$ cat config.mk
export PLATFORM = sky130hd
export DESIGN_NAME = tsmap_port_arbiter
export DESIGN_NICKNAME = d
export VERILOG_FILES = /design/src/rtl/tsmap_port_arbiter.sv
export SDC_FILE = /design/constraint.sdc
export NUM_CORES = 1
export LEC_CHECK = 0
export ABC_CLOCK_PERIOD_IN_PS = 2500
export BUFFER_PORTS_ARGS = -buffer_cell sky130_fd_sc_hd__buf_2
export CORE_UTILIZATION = 38
export CTS_CLUSTER_DIAMETER = 200
export DETAILED_ROUTE_END_ITERATION = 10
export GPL_TIMING_DRIVEN = 0
export PLACE_DENSITY = 0.86
export SYNTH_ARGS = -nofsm -noshare
export SYNTH_HDL_FRONTEND = slang
export SYNTH_SLANG_ARGS = --single-unit
$ cat constraint.sdc
create_clock -name clk -period 2.5 [get_ports clk]
set_clock_uncertainty 0.1 [all_clocks]
set_input_delay 0.375 -clock clk [delete_from_list [all_inputs] [get_ports clk]]
set_output_delay 0.375 -clock clk [all_outputs]
set_load 0.01 [all_outputs]
$ cat src/rtl/tsmap_port_arbiter.sv
// ============================================================================
// Module   : tsmap_port_arbiter
// Purpose  : Shares the read-only tsmap port of the 2-port DRAM between the
//            CPU and the DMA engine. The CPU has priority, and the DMA is
//            force-granted after MAX_DMA_WAIT consecutive denied cycles.
//            Each 1-cycle-latency response goes only to the requester that
//            issued it.
// Options  : TSMAP_SNOOP_EN adds snoop_* outputs that mirror every CPU
//            response, including the CPU address that produced it.
// Revision : 1.0 - initial release
// ============================================================================
`default_nettype none

module tsmap_port_arbiter #(
    parameter int ADDR_W       = 16,
    parameter int RAM_ADDR_W   = 13,
    parameter int DATA_W       = 32,
    parameter int MAX_DMA_WAIT = 4
) (
    input  logic                  clk,
    input  logic                  rstn,
    input  logic                  cpu_req_i,
    input  logic [ADDR_W-1:0]     cpu_addr_i,
    output logic                  cpu_gnt_o,
    output logic                  cpu_rvalid_o,
    output logic [DATA_W-1:0]     cpu_rdata_o,
    output logic                  cpu_err_o,
    input  logic                  dma_req_i,
    input  logic [ADDR_W-1:0]     dma_addr_i,
    output logic                  dma_gnt_o,
    output logic                  dma_rvalid_o,
    output logic [DATA_W-1:0]     dma_rdata_o,
    output logic                  dma_err_o,
    output logic                  ram_cs_o,
    output logic [RAM_ADDR_W-1:0] ram_addr_o,
    input  logic [DATA_W-1:0]     ram_rdata_i,
`ifdef TSMAP_SNOOP_EN
    output logic                  snoop_valid_o,
    output logic [ADDR_W-1:0]     snoop_addr_o,
    output logic [DATA_W-1:0]     snoop_rdata_o,
`endif
    output logic                  cpu_busy_o
);

    typedef enum logic [1:0] {
        OWN_NONE = 2'd0,
        OWN_CPU  = 2'd1,
        OWN_DMA  = 2'd2
    } owner_t;

    localparam logic [3:0] MAX_WAIT = 4'(MAX_DMA_WAIT);

    owner_t                  owner;
    logic                    err_flag;
    logic [3:0]              starve_cnt;
    logic [RAM_ADDR_W-1:0]   addr_hold;

    logic                    dma_force;
    logic                    any_gnt;
    logic                    out_of_range;
    logic [ADDR_W-1:0]       gnt_addr;

    // DMA wins a contended cycle only once it has waited MAX_WAIT cycles.
    assign dma_force = cpu_req_i && dma_req_i && (starve_cnt == MAX_WAIT);
    assign cpu_gnt_o = rstn && cpu_req_i && !dma_force;
    assign dma_gnt_o = rstn && dma_req_i && (!cpu_req_i || dma_force);
    assign cpu_busy_o = cpu_gnt_o;
    assign any_gnt   = cpu_gnt_o || dma_gnt_o;
    assign gnt_addr  = dma_gnt_o ? dma_addr_i : cpu_addr_i;

    if (ADDR_W > RAM_ADDR_W) begin : g_range_check
        assign out_of_range = |gnt_addr[ADDR_W-1:RAM_ADDR_W];
    end else begin : g_range_full
        assign out_of_range = 1'b0;
    end

    // The RAM address follows the granted address and holds otherwise.
    assign ram_cs_o   = any_gnt && !out_of_range;
    assign ram_addr_o = ram_cs_o ? gnt_addr[RAM_ADDR_W-1:0] : addr_hold;

    // Track response ownership, the error flag, DMA starvation and the held address.
    always_ff @(posedge clk) begin
        if (!rstn) begin
            owner      <= OWN_NONE;
            err_flag   <= 1'b0;
            starve_cnt <= 4'd0;
            addr_hold  <= '0;
        end else begin
            if (cpu_gnt_o)      owner <= OWN_CPU;
            else if (dma_gnt_o) owner <= OWN_DMA;
            else                owner <= OWN_NONE;
            err_flag <= any_gnt && out_of_range;

            if (!dma_req_i || dma_gnt_o) starve_cnt <= 4'd0;
            else if (starve_cnt != MAX_WAIT) starve_cnt <= starve_cnt + 4'd1;

            if (ram_cs_o) addr_hold <= gnt_addr[RAM_ADDR_W-1:0];
        end
    end

    // RAM data arrives in the response cycle. It is steered only to the owner and
    // is suppressed while reset is active, which discards an in-flight read.
    assign cpu_rvalid_o = rstn && (owner == OWN_CPU);
    assign dma_rvalid_o = rstn && (owner == OWN_DMA);
    assign cpu_err_o    = cpu_rvalid_o && err_flag;
    assign dma_err_o    = dma_rvalid_o && err_flag;
    assign cpu_rdata_o  = (cpu_rvalid_o && !err_flag) ? ram_rdata_i : '0;
    assign dma_rdata_o  = (dma_rvalid_o && !err_flag) ? ram_rdata_i : '0;

`ifdef TSMAP_SNOOP_EN
    logic [ADDR_W-1:0] snoop_addr;

    // Capture the CPU address at grant so it lines up with the CPU response.
    always_ff @(posedge clk) begin
        if (!rstn)          snoop_addr <= '0;
        else if (cpu_gnt_o) snoop_addr <= cpu_addr_i;
    end

    assign snoop_valid_o = cpu_rvalid_o;
    assign snoop_addr_o  = cpu_rvalid_o ? snoop_addr : '0;
    assign snoop_rdata_o = cpu_rdata_o;
`endif

endmodule

`default_nettype wire

==> flow_summary.ini, run 1 <==
[run_status]
status = finished with violations
violations = negative setup slack

[grt]
grt_pass1_vias = 1693
grt_pass1_wl_um = 8010
antenna_found_initial = 0
grt_usage_pct = 23.6
grt_overflow_total = 0
grt_max_degree = 12

[synth]
ys_ff_latch = 20
async_flop_share_pct = 0
synth_ff_type = dfxtp_1
synth_edf_count = 0
synth_area_um2 = 1670
synth.distinct_cells = 28
syn_inst = 189
ys_seq_area_share_pct = 24.0
synthesis.nets = 259
avgSynthCellArea_um2 = 8.84
ys_warn_count = 0

[power_and_ir_drop]
ir_drop_mv = 0.258
pwr-share-seq_pct = 41.9
pwr-share-comb_pct = 33.9
swShare_pct = 26.1
p_switching_mw = 0.213
intPower_mw = 0.601
powerDensity_nw_per_um2 = 292
p_leak_nw = 1.54
clkPwrFrac_pct = 24.2

[worst_setup_path]
crit_type = register to primary output
end_kind = primary output
worst_r2r_path_depth = 9
worst-path-max-fanout = 5
critPathMostFrequentCell = buf_6
cp_cell_sequence = inv_2, ha_4, nand3b_1, buf_6, a21oi_4, buf_6, mux2_4, mux2_4, buf_6
arrival_ns = 2.09
slowest_stage = dfxtp_2
critPathMaxStageDelay_ns = 0.32
startpoint_type = register
required_ns = 2.03

[timing]
max_freq_mhz = 390
fin_crit_sh_pct = 103
period_minus_slack_ns = 2.57
maxSlewViolCount = 0
grt_setup_unrepaired = yes
setup_tns_ns = -0.658
worstMarginPinSlew_ns = 0.506
fin_ws_ns = -0.0662
slew_headroom_pct = 66.0
setup_violations = 13
hold_viol_final = 0

[clock_tree]
clockBufferDepth = 2
ctsHtreeMaxLevel = 1
cts_tree = built
cts_buffers = 3
clockRootBuffer = clkbuf_8
clkSinkCount = 20
clk_pin_slew_ns = 0.06
clkLatencyLatePin_ns = 0.25

[die]
ioPinCount = 153
start_util_pct = 40.6
rows = 23
core_area_um2 = 4120
die_h_um = 68.3
die_area_um2 = 4660
fp.dieW_um = 68.3

[detailed_routing]
wl_um = 5800
first_pass_iters = 4
drc = 0
num_vias = 1957
via_per_inst = 4.86
wl_per_cell_um = 14.4
drt_first_iter_violations = 52
antenna_left = 0

[cells_and_area]
finalNetCount = 424
area_growth_pct = 67.0
mostFrequentLayoutCell = buf_2
drive_gt1_share_pct = 58.2
num-fill-cells = 358
utilization_pct = 67.8
final_cell_mix = buf_2 (141), and2_1 (66), mux2_4 (26)

[place]
routabilityCongestion = 0.880
io_buffer_count = 152
hpwl_um = 4630

[min_path]
hp-class = input pin to register
hold_path_depth = 2

[flow_run]
cap_viol_max_count = 0
[power by group through the flow]
stage          clock (mW)  sequential [mW]  combinational [mW]
2_1_floorplan           0            0.346               0.122
3_3_place_gp            0            0.347               0.222
3_5_place_dp            0            0.348               0.228
4_1_cts             0.202            0.341               0.263
5_1_grt             0.219            0.342               0.298
6_report            0.197            0.341               0.276
[registers in the layout, summed over array words and instances, names as in the netlist]
| name | count |
|---|---|
| addr_hold | 13 |
| starve_cnt | 4 |
| err_flag | 1 |
| owner | 2 |
[path summary, 6_finish.rpt]
check | end | startpoint | slack, ns
worst max-delay path | ram_addr_o[4] | starve_cnt[0]$_SDFFE_PP0N_ | -0.07
worst min-delay path | owner[1]$_SDFF_PP0_ | cpu_req_i | 0.35
worst max register to register | addr_hold[4]$_SDFF_PN0_ | starve_cnt[0]$_SDFFE_PP0N_ | 0.55
worst min register to register | starve_cnt[0]$_SDFFE_PP0N_ | starve_cnt[0]$_SDFFE_PP0N_ | 0.42
[layout make-up]
type | instances | area [µm²] | share of cell area (%)
antenna | 1 | 2.50 | 0.0897
clock buffer | 3 | 41.3 | 1.48
sequential | 20 | 403 | 14.4
timing repair buffer | 162 | 928 | 33.3
multi-input combinational | 152 | 1260 | 45.4
inverter | 2 | 7.51 | 0.269
buffer | 13 | 78.8 | 2.83
tap | 50 | 62.6 | 2.24
[kinds of logic after synthesis]
logic type | after synthesis | synth area share [%]
simple gates | 88 | 31.9
compound gates | 35 | 16.9
mux | 26 | 19.6
flops | 20 | 24.0
buf+inv | 17 | 5.62
fa+ha+maj | 2 | 1.50
xor+xnor | 1 | 0.524
[routing by layer]
layer / up-vias / routed length (µm) / track usage (%)
li1: 977 / - / -
met1: 888 / 2410 / 28.0
met2: 84 / 3000 / 44.4
met3: 8 / 303 / 2.00
met4: 0 / 83 / 6.77
met5: - / 0 / 0
[what timing repair did]
action | in CTS | in global routing
resized for setup | 35 | 8
buffers inserted | 7 | 2
hold buffers | 0 | 0
pin swaps | 2 | 2
gates cloned | 1 | 0
endpoints found under the setup margin | 17 | 13
[critical path: cells and delay by family (launching register included)]
family,cells,cell delay (ns)
muxes,2,0.59
adders and majority gates,1,0.14
AOI/OAI and AO/OA,1,0.19
and+or+nand+nor,1,0.09
buffers and inverters,4,0.50
DFF,1,0.32
[cell usage after synthesis, types with 2 or more instances]
cell type  count  area share, %
clkbuf_1      10            2.2
o31a_1        13            6.8
nor2_1         5            1.1
ha_1           2            1.5
mux2_4         9            8.1
nor3_1         3           0.90
dfxtp_1       20             24
and2_1        66             25
a21oi_1        5            1.5
and3_1         4            1.5
inv_1          2           0.45
nand2_1        4           0.90
buf_2          2           0.60
mux2_2        17             11
o21a_1        14            6.3
[per-stage QoR]
| step | area (µm²) | cells | power (mW) | setup slack [ns] | hold slack [ns] |
|---|---|---|---|---|---|
| floorplan | 1670 | 189 | 0.468 | 0.0804 | 0.330 |
| global placement | 2490 | 391 | 0.569 | -0.262 | 0.349 |
| detailed placement | 2490 | 391 | 0.576 | -0.347 | 0.361 |
| CTS | 2730 | 400 | 0.805 | -0.0560 | 0.342 |
| global route | 2790 | 402 | 0.859 | -0.145 | 0.343 |
| finish | 2790 | 403 | 0.814 | -0.0662 | 0.352 |
Power figures use the tool's default switching activity.
==> inputs of run 2 (changes only) <==
--- a/config.mk
+++ b/config.mk
@@ -5,13 +5,14 @@
 export SDC_FILE = /design/constraint.sdc
 export NUM_CORES = 1
 export LEC_CHECK = 0
+export ABC_AREA = 1
 export ABC_CLOCK_PERIOD_IN_PS = 2500
 export BUFFER_PORTS_ARGS = -buffer_cell sky130_fd_sc_hd__buf_2
 export CORE_UTILIZATION = 38
 export CTS_CLUSTER_DIAMETER = 200
 export DETAILED_ROUTE_END_ITERATION = 10
 export GPL_TIMING_DRIVEN = 0
-export PLACE_DENSITY = 0.86
+export PLACE_DENSITY = 0.85
 export SYNTH_ARGS = -nofsm -noshare
 export SYNTH_HDL_FRONTEND = slang
 export SYNTH_SLANG_ARGS = --single-unit
==> run 2 against run 1 <==
Net effect:
- the run now ends clean
- die area increased by 4.6%
- via count increased by 19%
- global-route usage decreased by 3.0 points
- non-clock buffer count decreased by 7
- synthesized cell count increased by 70%
- final cell count increased by 32%
- first-iteration DRC count increased by 54%
- area after synthesis increased by 4.7%
- critical path type unchanged
- largest power group unchanged
==> flow_summary.ini, run 2 <==
[run_status]
status = complete, no violations

[die]
rows = 24
ioPinCount = 153
die_h_um = 69.8
die_area_um2 = 4880
start_util_pct = 39.9
core_area_um2 = 4380
fp.dieW_um = 69.8

[place]
hpwl_um = 4250
io_buffer_count = 152
routabilityCongestion = 0.800

[worst_setup_path]
crit_type = register to primary output
startpoint_type = register
arrival_ns = 1.92
end_kind = primary output
worst_r2r_path_depth = 12
worst-path-max-fanout = 10
startpoint = starve_cnt[0]$_SDFFE_PP0N_
rrSetupSlack_ns = 0.76
crit_end = ram_addr_o[6]
worstReg2RegEnd = addr_hold[7]$_SDFF_PN0_
required_ns = 2.03
worstReg2RegStart = starve_cnt[0]$_SDFFE_PP0N_

[synth]
netlist_top_cells_area = dfxtp_1 (23%), inv_1 (20%), nor2_1 (16%)
synthesis.nets = 392
synth.distinct_cells = 22
synth_edf_count = 0
synth_area_um2 = 1750
async_flop_share_pct = 0
syn_inst = 322
synth_ff_type = dfxtp_1
ys_ff_latch = 20
synth_most_common_cell = inv_1
ys_seq_area_share_pct = 22.9
synthTopCellsByCount = inv_1 (94), nor2_1 (74), nand2_1 (42), nand3_1 (29), dfxtp_1 (20)
yosys.area.top_type = dfxtp_1
ys_warn_count = 0
avgSynthCellArea_um2 = 5.43
synth_top_area_share_pct = 22.9

[clock_tree]
clockRootBuffer = clkbuf_8
clkSinkCount = 20
clkLatencyLatePin_ns = 0.26
clockBufferDepth = 2
cts_buffers = 3
ctsHtreeMaxLevel = 1
clk_pin_slew_ns = 0.08
cts_tree = built

[detailed_routing]
via_per_inst = 4.39
drc = 0
wl_per_cell_um = 9.72
first_pass_iters = 4
wl_um = 5160
drt_first_iter_violations = 80
num_vias = 2329
antenna_left = 0

[power_and_ir_drop]
powerDensity_nw_per_um2 = 303
ir_drop_mv = 0.227
p_total_mw = 0.810
p_leak_nw = 1.97

[cells_and_area]
area_growth_pct = 52.5
antenna_cells = 0
utilization_pct = 60.8
top_register = addr_hold
mostFrequentLayoutCell = buf_2
multi_input_area_um2 = 930
ff_latch_area_um2 = 403
drive_gt1_share_pct = 42.8
largest_register_ff_count = 13
finalNetCount = 551
largestRegisters = addr_hold: 13 flops, starve_cnt: 4 flops, owner: 2 flops
num-fill-cells = 447
final_cell_mix = buf_2 (153), inv_1 (94), nor2_1 (74)

[grt]
grt_usage_pct = 20.6
grt_pass1_vias = 2046
grt_overflow_total = 0
grt_max_degree = 11
grt_pass1_wl_um = 8360
antenna_found_initial = 0

[min_path]
hp-class = input pin to register

[timing]
period_minus_slack_ns = 2.40
worstMarginPinSlew_ns = 0.642
fin_crit_sh_pct = 95.9
maxSlewViolCount = 0
slew_headroom_pct = 57.2
hold_viol_final = 0
max_freq_mhz = 417
setup_violations = 0

[flow_run]
cap_viol_max_count = 0
[run 2: cell types whose count changed after synthesis, sizes merged, moves of 3 or more]
cell | before | now
inv | 2 | 97
nor2 | 5 | 83
and2 | 66 | 0
nand2 | 4 | 65
nand3 | 1 | 30
mux2 | 26 | 0
o21a | 15 | 0
o31a | 13 | 0
and3 | 4 | 0
a21oi | 6 | 3
clkbuf | 10 | 7
[run 2: through the flow]
stage / hold slack, ns / setup slack [ns] / setup TNS, ns / std cells / area (µm²)
3_5_place_dp: 0.383 / 0.238 / 0 / 526 / 2570
2_1_floorplan: 0.363 / 0.505 / 0 / 322 / 1750
4_1_cts: 0.388 / 0.0176 / 0 / 529 / 2620
6_report: 0.365 / 0.103 / 0 / 531 / 2670
3_3_place_gp: 0.372 / 0.242 / 0 / 526 / 2570
5_1_grt: 0.400 / -0.00982 / -0.0273 / 531 / 2670
[run 2: worst min-delay path by stage]
stage | endpoint | start | cells after the start | slack, ns
global placement | starve_cnt[3]$_SDFFE_PP0N_ | starve_cnt[3]$_SDFFE_PP0N_ | 2 | 0.37
finish | starve_cnt[0]$_SDFFE_PP0N_ | dma_req_i | 3 | 0.36
floorplan | starve_cnt[3]$_SDFFE_PP0N_ | starve_cnt[3]$_SDFFE_PP0N_ | 2 | 0.36
detailed placement | starve_cnt[3]$_SDFFE_PP0N_ | starve_cnt[3]$_SDFFE_PP0N_ | 2 | 0.38
CTS | starve_cnt[2]$_SDFFE_PP0N_ | dma_req_i | 3 | 0.39
global route | starve_cnt[1]$_SDFFE_PP0N_ | dma_req_i | 3 | 0.40
[run 2: power by group]
group          internal [mW]  switching [mW]
Combinational          0.110           0.150
Sequential             0.330         0.00380
Clock                  0.107           0.108
[run 2: cell type report]
class	instances	share of cell area, %
plain buffers	14	3.33
well taps	52	2.44
flip-flops and latches	20	15.1
inverters	97	13.6
repair buffers	154	29.1
clock buffers	3	1.55
multi-input cells	191	34.8
[run 2: metal layers]
layer / track usage, % / part of all wire (%) / vias to the layer above
met5: 0 / 0 / -
met1: 21.5 / 40 / 1013
met3: 3.63 / 6.2 / 10
met4: 6.22 / 1.8 / 0
li1: - / - / 1219
met2: 41.0 / 52 / 87
[run 2: cells by family (layout without fill, tap and decap cells)]
| logic type | Yosys count | in the layout | share of synthesized area [%] |
|---|---|---|---|
| flops | 20 | 20 | 22.9 |
| simple gates | 183 | 183 | 48.3 |
| buf+inv | 111 | 268 | 25.1 |
| fa+ha+maj | 2 | 2 | 1.43 |
| xor+xnor | 1 | 1 | 0.501 |
| compound gates | 5 | 5 | 1.79 |
[run 2: timing repair]
| action | 4_1_cts | 5_1_grt |
|---|---|---|
| endpoints found under the setup margin | 9 | 9 |
| gates resized for setup | 1 | 8 |
| setup buffers | 0 | 2 |
| hold buffers | 0 | 0 |
| pin swaps | 0 | 2 |
[run 2: critical path, cell delays in order, from the launching register on]
cell and delay (ns):
dfxtp_2 0.34, inv_1 0.10, ha_4 0.15, nand4_2 0.12, nand2_4 0.15, nand2_4 0.09
nand2_2 0.08, nand2_4 0.08, nand2_4 0.10, buf_12 0.14, nand2_2 0.05, nand2_2 0.06
inv_1 0.04, buf_2 0.14
==> inputs of run 3 (changes only) <==
--- a/config.mk
+++ b/config.mk
@@ -6,13 +6,15 @@
 export NUM_CORES = 1
 export LEC_CHECK = 0
 export ABC_AREA = 1
-export ABC_CLOCK_PERIOD_IN_PS = 2500
+export ABC_CLOCK_PERIOD_IN_PS = 2700
 export BUFFER_PORTS_ARGS = -buffer_cell sky130_fd_sc_hd__buf_2
 export CORE_UTILIZATION = 38
 export CTS_CLUSTER_DIAMETER = 200
 export DETAILED_ROUTE_END_ITERATION = 10
 export GPL_TIMING_DRIVEN = 0
 export PLACE_DENSITY = 0.85
+export SLEW_MARGIN = 10
 export SYNTH_ARGS = -nofsm -noshare
 export SYNTH_HDL_FRONTEND = slang
 export SYNTH_SLANG_ARGS = --single-unit
+export TNS_END_PERCENT = 100
==> constraint.sdc (replaced) <==
create_clock -name clk -period 2.7 [get_ports clk]
set_clock_uncertainty 0.1 [all_clocks]
set_input_delay 0.405 -clock clk [delete_from_list [all_inputs] [get_ports clk]]
set_output_delay 0.405 -clock clk [all_outputs]
set_load 0.01 [all_outputs]
==> run 3 against run 2 <==
Net effect:
- routed wire length decreased by 0.72%
- sequential cell count unchanged
- global-route usage unchanged
- design area decreased by 1.6%
==> flow_summary.ini, run 3 (same netlist as run 2, synthesis figures left out) <==
[detailed_routing]
antenna_left = 0
drt_first_iter_violations = 69
drc = 0
first_pass_iters = 6
wl_um = 5120
wl_per_cell_um = 9.68
via_per_inst = 4.36
num_vias = 2308

[flow_run]
cap_viol_max_count = 0

[min_path]
hp-class = register to register
hold_start = starve_cnt[3]$_SDFFE_PP0N_
hold_path_depth = 2
whs_endpoint = starve_cnt[3]$_SDFFE_PP0N_

[cells_and_area]
top_register = addr_hold
finalNetCount = 549
multi_input_area_um2 = 917
final_cell_mix = buf_2 (155), inv_1 (94), nor2_1 (74)
mostFrequentLayoutCell = buf_2
antenna_cells = 0
area_growth_pct = 50.0
largestRegisters = addr_hold: 13 flops, starve_cnt: 4 flops, owner: 2 flops
utilization_pct = 59.8
ff_latch_area_um2 = 400
num-fill-cells = 450
largest_register_ff_count = 13
drive_gt1_share_pct = 41.9

[run_status]
status = complete, no violations

[clock_tree]
clk_pin_slew_ns = 0.08
cts_tree = built
cts_resized = 0
postCtsHoldBufs = 0
clkSinkCount = 20
clkLatencyLatePin_ns = 0.26
cts_buffers = 3
clockBufferDepth = 2
post-cts-setup-buffer-count = 0
ctsHtreeMaxLevel = 1
clockRootBuffer = clkbuf_8

[die]
start_util_pct = 39.9
die_h_um = 69.8
die_area_um2 = 4880
core_area_um2 = 4380
fp.dieW_um = 69.8
rows = 24
ioPinCount = 153

[worst_setup_path]
crit_type = register to primary output
required_ns = 2.19
worstReg2RegEnd = starve_cnt[3]$_SDFFE_PP0N_
worst_r2r_path_depth = 8
end_kind = primary output
worstReg2RegStart = starve_cnt[0]$_SDFFE_PP0N_
rrSetupSlack_ns = 0.85
worst-path-max-fanout = 10
arrival_ns = 2.01
startpoint_type = register

[grt]
antenna_found_initial = 0
grt_usage_pct = 20.6
grt_max_degree = 11
grt_pass1_vias = 2046
grt_overflow_total = 0
grt_pass1_wl_um = 8360

[power_and_ir_drop]
p_total_mw = 0.744
p_leak_nw = 1.95
ir_drop_mv = 0.197
powerDensity_nw_per_um2 = 283

[place]
io_buffer_count = 152
preCtsSetupSlack_ns = 0.408
routabilityCongestion = 0.800
hpwl_um = 4250

[timing]
setup_tns_ns = 0
slew_headroom_pct = 56.8
grt_setup_unrepaired = no
maxSlewViolCount = 0
whs_ns = 0.396
period_minus_slack_ns = 2.51
fin_crit_sh_pct = 93.0
worstMarginPinSlew_ns = 0.648
max_freq_mhz = 398
setup_violations = 0
hold_viol_final = 0
fin_ws_ns = 0.188
## run 3: cell count changes in the layout (fill, tap and decap cells not counted), sizes merged
cell and delta:
clkbuf -2
## run 3: final cells by class
type / instances / area share [%]
inverter: 97 / 13.9
sequential: 20 / 15.3
tap: 52 / 2.48
timing repair buffer: 152 / 29.0
multi-input combinational: 191 / 35.0
buffer: 14 / 2.86
clock buffer: 3 / 1.57
## run 3: per-stage QoR
stage	instances	area, µm²
after floorplan	322	1750
after global placement	526	2570
after detailed placement	526	2570
after CTS	529	2620
after global routing	529	2620
final	529	2620
## run 3: critical path, stage by stage, from the launching register on
cell	delay [ns]
dfxtp_1	0.38
inv_1	0.07
ha_1	0.23
nand4_2	0.12
nand2_4	0.11
nand2_4	0.11
buf_2	0.23
nand2_1	0.08
nand2_1	0.06
nand3_1	0.08
nand2_2	0.09
inv_1	0.04
buf_2	0.13
## run 3: power by group
group	switching [mW]	total, mW	internal, mW
sequential	0.00346	0.309	0.306
clock	0.0991	0.199	0.0995
combinational	0.137	0.236	0.0983
## run 3: how the worst max path moves through the flow
| stage | start | endpoint | slack [ns] | cells past startpoint |
|---|---|---|---|---|
| after floorplan | starve_cnt[0]$_SDFFE_PP0N_ | ram_addr_o[10] | 0.68 | 9 |
| after global placement | starve_cnt[0]$_SDFFE_PP0N_ | ram_addr_o[4] | 0.41 | 10 |
| after detailed placement | starve_cnt[0]$_SDFFE_PP0N_ | ram_addr_o[8] | 0.41 | 10 |
| after CTS | starve_cnt[0]$_SDFFE_PP0N_ | ram_addr_o[6] | 0.11 | 10 |
| after global routing | starve_cnt[0]$_SDFFE_PP0N_ | ram_addr_o[3] | 0.02 | 12 |
| final | starve_cnt[0]$_SDFFE_PP0N_ | ram_addr_o[7] | 0.19 | 12 |
## run 3: metal layers
metal | share of wire, % | GRT usage [%]
met2 | 52 | 41.0
met3 | 5.7 | 3.63
met4 | 1.9 | 6.22
met1 | 40 | 21.5
met5 | 0 | 0
